File: src/rtl/bp_fpga_host_pkg.sv
// Shared definitions for the host-side NBF transmit path: default field widths,
// the NBF packet layout, width helpers and the transmit arbiter state encoding.
package bp_fpga_host_pkg;

    localparam int nbf_opcode_width_gp = 8;
    localparam int nbf_addr_width_gp   = 40;
    localparam int nbf_data_width_gp   = 64;
    localparam int uart_data_bits_gp   = 8;

    // Opcode sits in the least significant byte so it is the first byte on the wire.
    typedef struct packed {
        logic [nbf_data_width_gp-1:0]   data;
        logic [nbf_addr_width_gp-1:0]   addr;
        logic [nbf_opcode_width_gp-1:0] opcode;
    } bp_fpga_host_nbf_s;

    // Total packet width for a given address/data geometry.
    function automatic int nbf_width_f(input int addr_width, input int data_width);
        return nbf_opcode_width_gp + addr_width + data_width;
    endfunction

    // Number of UART bytes a packet occupies (width must divide evenly).
    function automatic int nbf_bytes_f(input int nbf_width, input int byte_bits);
        return nbf_width / byte_bits;
    endfunction

    // Counter width able to index every byte of a packet, never narrower than one bit.
    function automatic int nbf_count_width_f(input int nbf_bytes);
        return (nbf_bytes > 1) ? $clog2(nbf_bytes) : 1;
    endfunction

    typedef enum logic [0:0] {
        e_idle = 1'b0,
        e_send = 1'b1
    } nbf_tx_state_e;

endpackage

File: src/rtl/fpga_host_nbf_piso.sv
// Parallel-in / serial-out stage: loads a whole packet, then presents it one byte at a
// time (least significant byte first) on a valid/ready_and interface. The byte counter
// marks the final byte so the owner knows when the packet has fully left.
module fpga_host_nbf_piso
    import bp_fpga_host_pkg::*;
#(
    parameter int  width_p      = 112,
    parameter int  byte_bits_p  = 8,
    localparam int bytes_lp     = nbf_bytes_f(width_p, byte_bits_p),
    localparam int count_w_lp   = nbf_count_width_f(bytes_lp)
)(
    input  logic                   clk_i,
    input  logic                   reset_i,
    input  logic                   load_i,
    input  logic [width_p-1:0]     data_i,
    input  logic                   v_i,
    input  logic                   ready_and_i,
    output logic [byte_bits_p-1:0] data_o,
    output logic                   v_o,
    output logic                   last_o,
    output logic                   done_o
);

    logic [width_p-1:0]    r_shift;
    logic [width_p-1:0]    w_shifted;
    logic [count_w_lp-1:0] r_count;
    logic                  w_fire;
    logic                  w_last;

    // Byte-lane view of the right shift: every lane takes its upper neighbour and the
    // top lane fills with zeros, so an emptied register reads back as all zeros.
    for (genvar gi = 0; gi < bytes_lp; gi++) begin : g_lane
        if (gi == bytes_lp - 1) begin : g_top
            assign w_shifted[gi*byte_bits_p +: byte_bits_p] = '0;
        end else begin : g_mid
            assign w_shifted[gi*byte_bits_p +: byte_bits_p] =
                r_shift[(gi+1)*byte_bits_p +: byte_bits_p];
        end
    end

    assign w_fire = v_i & ready_and_i;
    assign w_last = (r_count == count_w_lp'(bytes_lp - 1));

    // Packet register: load on accept, advance one byte per handshake.
    always_ff @(posedge clk_i) begin
        if (reset_i) begin
            r_shift <= '0;
        end else if (load_i) begin
            r_shift <= data_i;
        end else if (w_fire) begin
            r_shift <= w_shifted;
        end
    end

    // Byte counter: cleared on load, saturates at the final byte instead of wrapping.
    always_ff @(posedge clk_i) begin
        if (reset_i) begin
            r_count <= '0;
        end else if (load_i) begin
            r_count <= '0;
        end else if (w_fire && !w_last) begin
            r_count <= r_count + count_w_lp'(1);
        end
    end

    assign data_o = r_shift[byte_bits_p-1:0];
    assign v_o    = v_i;
    assign last_o = w_last;
    assign done_o = w_fire & w_last;

endmodule

File: src/rtl/fpga_host_nbf_tx_arbiter.sv
// Two-source NBF packet arbiter in front of the host UART transmitter. Whole packets
// are granted round-robin and serialized byte by byte; once a packet is accepted no
// other source is admitted until its last byte has been taken by the UART.
module fpga_host_nbf_tx_arbiter
    import bp_fpga_host_pkg::*;
#(
    parameter int  nbf_addr_width_p = 40,
    parameter int  nbf_data_width_p = 64,
    parameter int  uart_data_bits_p = 8,
    localparam int nbf_width_lp     = nbf_width_f(nbf_addr_width_p, nbf_data_width_p),
    localparam int nbf_bytes_lp     = nbf_bytes_f(nbf_width_lp, uart_data_bits_p)
)(
    input  logic                        clk_i,
    input  logic                        reset_i,
    input  logic [nbf_width_lp-1:0]     req0_nbf_i,
    input  logic                        req0_v_i,
    output logic                        req0_ready_and_o,
    input  logic [nbf_width_lp-1:0]     req1_nbf_i,
    input  logic                        req1_v_i,
    output logic                        req1_ready_and_o,
    output logic [uart_data_bits_p-1:0] tx_o,
    output logic                        tx_v_o,
    input  logic                        tx_ready_and_i,
    output logic                        busy_o,
    output logic                        grant_o
);

    // A packet that does not split into whole UART bytes cannot be serialized.
    if ((nbf_width_lp % uart_data_bits_p) != 0) begin : g_width_check
        $error("NBF packet width must be a multiple of the UART byte width");
    end

    localparam int num_req_lp = 2;

    nbf_tx_state_e             r_state;
    nbf_tx_state_e             w_state_next;
    logic                      r_grant;
    logic                      w_winner;
    logic                      w_accept;
    logic                      w_idle;
    logic                      w_send;
    logic                      w_piso_done;
    logic                      w_piso_last;
    logic [num_req_lp-1:0]     w_req_v;
    logic [num_req_lp-1:0]     w_ready;
    logic [nbf_width_lp-1:0]   w_req_nbf [num_req_lp];
    logic [nbf_width_lp-1:0]   w_load_nbf;

    assign w_req_v      = {req1_v_i, req0_v_i};
    assign w_req_nbf[0] = req0_nbf_i;
    assign w_req_nbf[1] = req1_nbf_i;

    assign w_idle = (r_state == e_idle);
    assign w_send = (r_state == e_send) & ~reset_i;

    // Under contention the previous loser wins; a lone requester always wins.
    assign w_winner = (&w_req_v) ? ~r_grant : w_req_v[1];

    // Only the winner sees ready, and nobody does while a packet is in flight or in reset.
    for (genvar gi = 0; gi < num_req_lp; gi++) begin : g_req
        assign w_ready[gi] = w_idle & ~reset_i & w_req_v[gi] & (w_winner == 1'(gi));
    end

    assign w_accept   = |w_ready;
    assign w_load_nbf = w_req_nbf[w_winner];

    assign req0_ready_and_o = w_ready[0];
    assign req1_ready_and_o = w_ready[1];

    // State register.
    always_ff @(posedge clk_i) begin
        if (reset_i) begin
            r_state <= e_idle;
        end else begin
            r_state <= w_state_next;
        end
    end

    // Next state: idle until a packet is accepted, send until its last byte is taken.
    always_comb begin
        w_state_next = r_state;
        case (r_state)
            e_idle: begin
                if (w_accept) begin
                    w_state_next = e_send;
                end
            end
            e_send: begin
                if (w_piso_done) begin
                    w_state_next = e_idle;
                end
            end
            default: begin
                w_state_next = e_idle;
            end
        endcase
    end

    // Owner of the current/last packet; resets to 1 so requester 0 wins first contention.
    always_ff @(posedge clk_i) begin
        if (reset_i) begin
            r_grant <= 1'b1;
        end else if (w_accept) begin
            r_grant <= w_winner;
        end
    end

    fpga_host_nbf_piso #(
        .width_p     (nbf_width_lp),
        .byte_bits_p (uart_data_bits_p)
    ) u_piso (
        .clk_i       (clk_i),
        .reset_i     (reset_i),
        .load_i      (w_accept),
        .data_i      (w_load_nbf),
        .v_i         (w_send),
        .ready_and_i (tx_ready_and_i),
        .data_o      (tx_o),
        .v_o         (tx_v_o),
        .last_o      (w_piso_last),
        .done_o      (w_piso_done)
    );

    assign busy_o  = (r_state == e_send);
    assign grant_o = r_grant;

    // The last-byte flag is folded into done; keep it visible for debug probes.
    logic w_unused;
    assign w_unused = w_piso_last;

endmodule

File: config.mk
export PLATFORM = sky130hd
export DESIGN_NAME = fpga_host_nbf_tx_arbiter
export DESIGN_NICKNAME = d
export VERILOG_FILES = /design/src/rtl/bp_fpga_host_pkg.sv /design/src/rtl/fpga_host_nbf_piso.sv /design/src/rtl/fpga_host_nbf_tx_arbiter.sv
export SDC_FILE = /design/constraint.sdc
export NUM_CORES = 1
export LEC_CHECK = 0
export BUFFER_PORTS_ARGS = -buffer_cell sky130_fd_sc_hd__buf_2
export CAP_MARGIN = 25
export CORE_MARGIN = 4
export CORE_UTILIZATION = 46
export DETAILED_ROUTE_END_ITERATION = 8
export PLACE_DENSITY = 0.77
export SLEW_MARGIN = 20
export SYNTH_ARGS = -nofsm -noshare
export SYNTH_HDL_FRONTEND = slang
export SYNTH_HIERARCHICAL = 1
export SYNTH_SLANG_ARGS = --single-unit
File: constraint.sdc
create_clock -name clk_i -period 1.75 [get_ports clk_i]
set_input_delay 0.2625 -clock clk_i [delete_from_list [all_inputs] [get_ports clk_i]]
set_output_delay 0.2625 -clock clk_i [all_outputs]
set_load 0.02 [all_outputs]
==> results.md <==
* Overall routed net length at 20200 um
* Drt drc at 0
* Boundary Pins at 242
* P per Cell Area at 833 nW/um^2
* Maximum clock path buffer count at 2
* Clk pin slew, worst setup/hold paths at 50 ps
* CTS tree: yes
* Cell Chain, Critical Path: a21boi_4 > buf_6 > buf_12 > buf_4 > mux2_2 > nor2b_2 > nor3_1
* Commonest non-fill, non-tap cells in the layout: 239 x buf_2, 116 x dfxtp_1, 106 x nor3_1
* Hold crit path type: in -> reg
* Ranking of synthesized cells by area: dfxtp_1 33%, a211oi_1 11%, mux2_1 11%
* Finished layout cell area at 9260 um^2
* Syn Area/Cell at 8.91 um^2
* Drt first pass iters at 4
* R2R Setup Slk at 30 ps
* Worst setup path start: grant_o$_SDFFE_PP1P_
* Number of flops mapped to enable cells by yosys at 0
* First-iteration detailed-routing DRC count at 476
* # Max-Cap Violations at 0
* Final Hold Fails at 0
* Vias at 6710
* Layout Nets at 1238
* Largest net degree at the start of global routing at 104
* Int Pwr at 5.73 mW
* Number of core rows at 45
* Htree depth at 4
* CP max stage cell: mux2_2
* Leakage at 4.18 nW
* Via/cell ratio at 5.56
* Slew headroom at 65.3%
* Dominant cell type by area after synthesis: dfxtp_1
* Clock latency on the worst-skew pair at 420 ps
* Delay of the slowest critical-path stage at 370 ps
* First-pass GRT wire length at 31900 um
* PnR Total Power at 7.71 mW
* GRT overflow at 0
* FF+latch count, synth at 118
* Seq/Total Area, Yosys at 33.3%
* Worst flop-to-flop path startpoint: grant_o$_SDFFE_PP1P_
* Num CTS Buffers at 17
* Clk pwr share at 41.2%
* Clock root buffer: clkbuf_16
* End of the worst register-to-register path: u_piso/r_shift[34]$_SDFFE_PP0P_
* Most common cell after layout, fill and taps aside: buf_2
* DRT antenna net count at 0
* Worst path depth at 7
* Dominant synthesized flop cell: dfxtp_1
* Crit path max-delay family: buffers and inverters
* Starting Density at 46.8%
* Crit path DAT at 1980 ps
* Kind of end point of the critical path: register
* CORE AREA at 15100 um^2
* NetSw at 1.98 mW
* Post-synth ARST share at 0%
* Top cell type's share of synthesized area at 33.3%
* Synth cell types at 33
* CP Buf/Inv Count at 3
* Post-Synthesis Net Count at 1027
* Setup CP Type: reg -> reg
* Synthesized area at 7090 um^2
* Total track usage at 21.9%
* Worst-Margin Slew at 521 ps
* Status: complete, no violations
* Crit path to: u_piso/r_shift[34]$_SDFFE_PP0P_
* Area growth, synth to finish at 30.6%
* Tmin final at 1720 ps
* Max Slew Vio Count at 0
* Global placer's final weighted congestion at 0.761
* Die area at 17500 um^2
* Fillcell total at 1292
* Critical Path RT at 2020 ps
* Seq pwr share at 39.1%
* Final setup viols at 0
* Detailed Place HPWL at 13000 um
* Worst ir drop on vdd at 0.696 mV
* Power share of the combinational group at 19.7%
* Register-to-Register Path Depth at 7
* Placed cell areas at 8450 um^2
* Die Ht at 132 um
* Number of global-route vias before repair at 6417
* Layout cells sized above 1 at 36.5%
* Net Sw Frac at 25.7%
* Initial antenna violation count at 0
* Skew final at 10.2 ps
* Worst setup SP type: register
* Period utilization at 98.1%
* CP max FO at 12
* Inserted Diodes at 0
* Hold_buf cts at 0
* Cells after Synth at 796
* Fmax at 583 MHz
* Wire length per cell at 16.7 um
* Die width at 132 um
* # clock sinks at 118
* Port Buffers at 241
* Ys Warns at 6
## timing repair
action,4_1_cts,5_1_grt
buffers inserted,6,2
endpoints found under the setup margin,2,80
pin swaps,2,1
cloned,3,2
resized for setup,2,11
## layout make-up
cell class	instances	area (um^2)	share of cell area [%]
multi-input combinational	582	4280	46.2
sequential	118	2360	25.5
timing repair buffer	285	1830	19.7
clock buffer	28	527	5.69
tap	188	235	2.54
clock inverter	3	15.0	0.162
inverter	3	11.3	0.122
## sequential cells by signal, indices dropped and copies added, names as in the netlist
register and flops:
u_piso/r_shift 112, grant_o 1, u_piso/r_count 4, busy_o 1
## cells in the mapped netlist, types with 2 or more instances
cell       number
a2111oi_2       2
nand2_1         8
buf_2          19
nor2_1          4
mux2_2         43
mux2_1         69
dfxtp_1       118
and3_1        104
nor2b_1       105
clkbuf_1       54
a211oi_1      106
nor3_1        107
nand3b_1        8
buf_4          11
inv_1           3
a21oi_1        10
nand3_1         2
ha_1            2
buf_6           2
buf_8           6
## cells by family (layout without fill, tap and decap cells)
logic type	after synthesis	after routing	synth area share, %
DFF	118	118	33.3
AOI/OAI and AO/OA	122	122	12.8
adders and majority gates	2	2	0.353
buffers and inverters	96	319	7.18
and+or+nand+nor	346	346	28.5
muxes	112	112	17.8
## power by group through the flow
stage / clock network (mW) / logic (mW) / registers [mW]
6_report: 3.17 / 1.52 / 3.01
3_3_place_gp: 0 / 1.38 / 3.05
5_1_grt: 3.34 / 1.67 / 3.03
3_5_place_dp: 0 / 1.40 / 3.06
2_1_floorplan: 0 / 0.941 / 3.02
4_1_cts: 3.21 / 1.48 / 3.01
## metal layers
layer	part of all wire, %	wire length, um	global-route usage [%]
met5	0	0	0
met4	1.3	256	6.36
met3	5.5	1100	4.58
met2	48	9720	36.1
met1	45	9140	29.0
## worst min path at each step
| stage | startpoint | endpoint | slack, ps | cells after the start |
|---|---|---|---|---|
| floorplan | reset_i | busy_o$_SDFF_PP0_ | 330 | 1 |
| global placement | u_piso/r_shift[105]$_SDFFE_PP0P_ | u_piso/r_shift[105]$_SDFFE_PP0P_ | 470 | 2 |
| global route | reset_i | u_piso/r_shift[9]$_SDFFE_PP0P_ | 110 | 2 |
| finish | reset_i | u_piso/r_shift[9]$_SDFFE_PP0P_ | 110 | 2 |
| detailed placement | u_piso/r_shift[105]$_SDFFE_PP0P_ | u_piso/r_shift[105]$_SDFFE_PP0P_ | 480 | 2 |
| CTS | reset_i | u_piso/r_shift[9]$_SDFFE_PP0P_ | 90 | 2 |
## worst reg2reg max path, cell delays in order (launching register included)
cell      delay, ps
dfxtp_2         340
a21boi_4        200
buf_6           160
buf_12          150
buf_4           150
mux2_2          370
nor2b_2         150
nor3_1           60
## through the flow
stage / instances / setup slack [ps] / util, % / TNS (ps) / hold WS, ps
final: 1207 / 33.3 / 61.2 / 0 / 105
after global routing: 1207 / -38.6 / 61.2 / -42.3 / 106
after CTS: 1203 / 11.6 / 60.4 / 0 / 92.1
after detailed placement: 1163 / 71.9 / 55.8 / 0 / 478
after global placement: 1163 / 81.9 / 55.8 / 0 / 469
after floorplan: 796 / 114 / - / 0 / 328
Power figures use the tool's default switching activity.
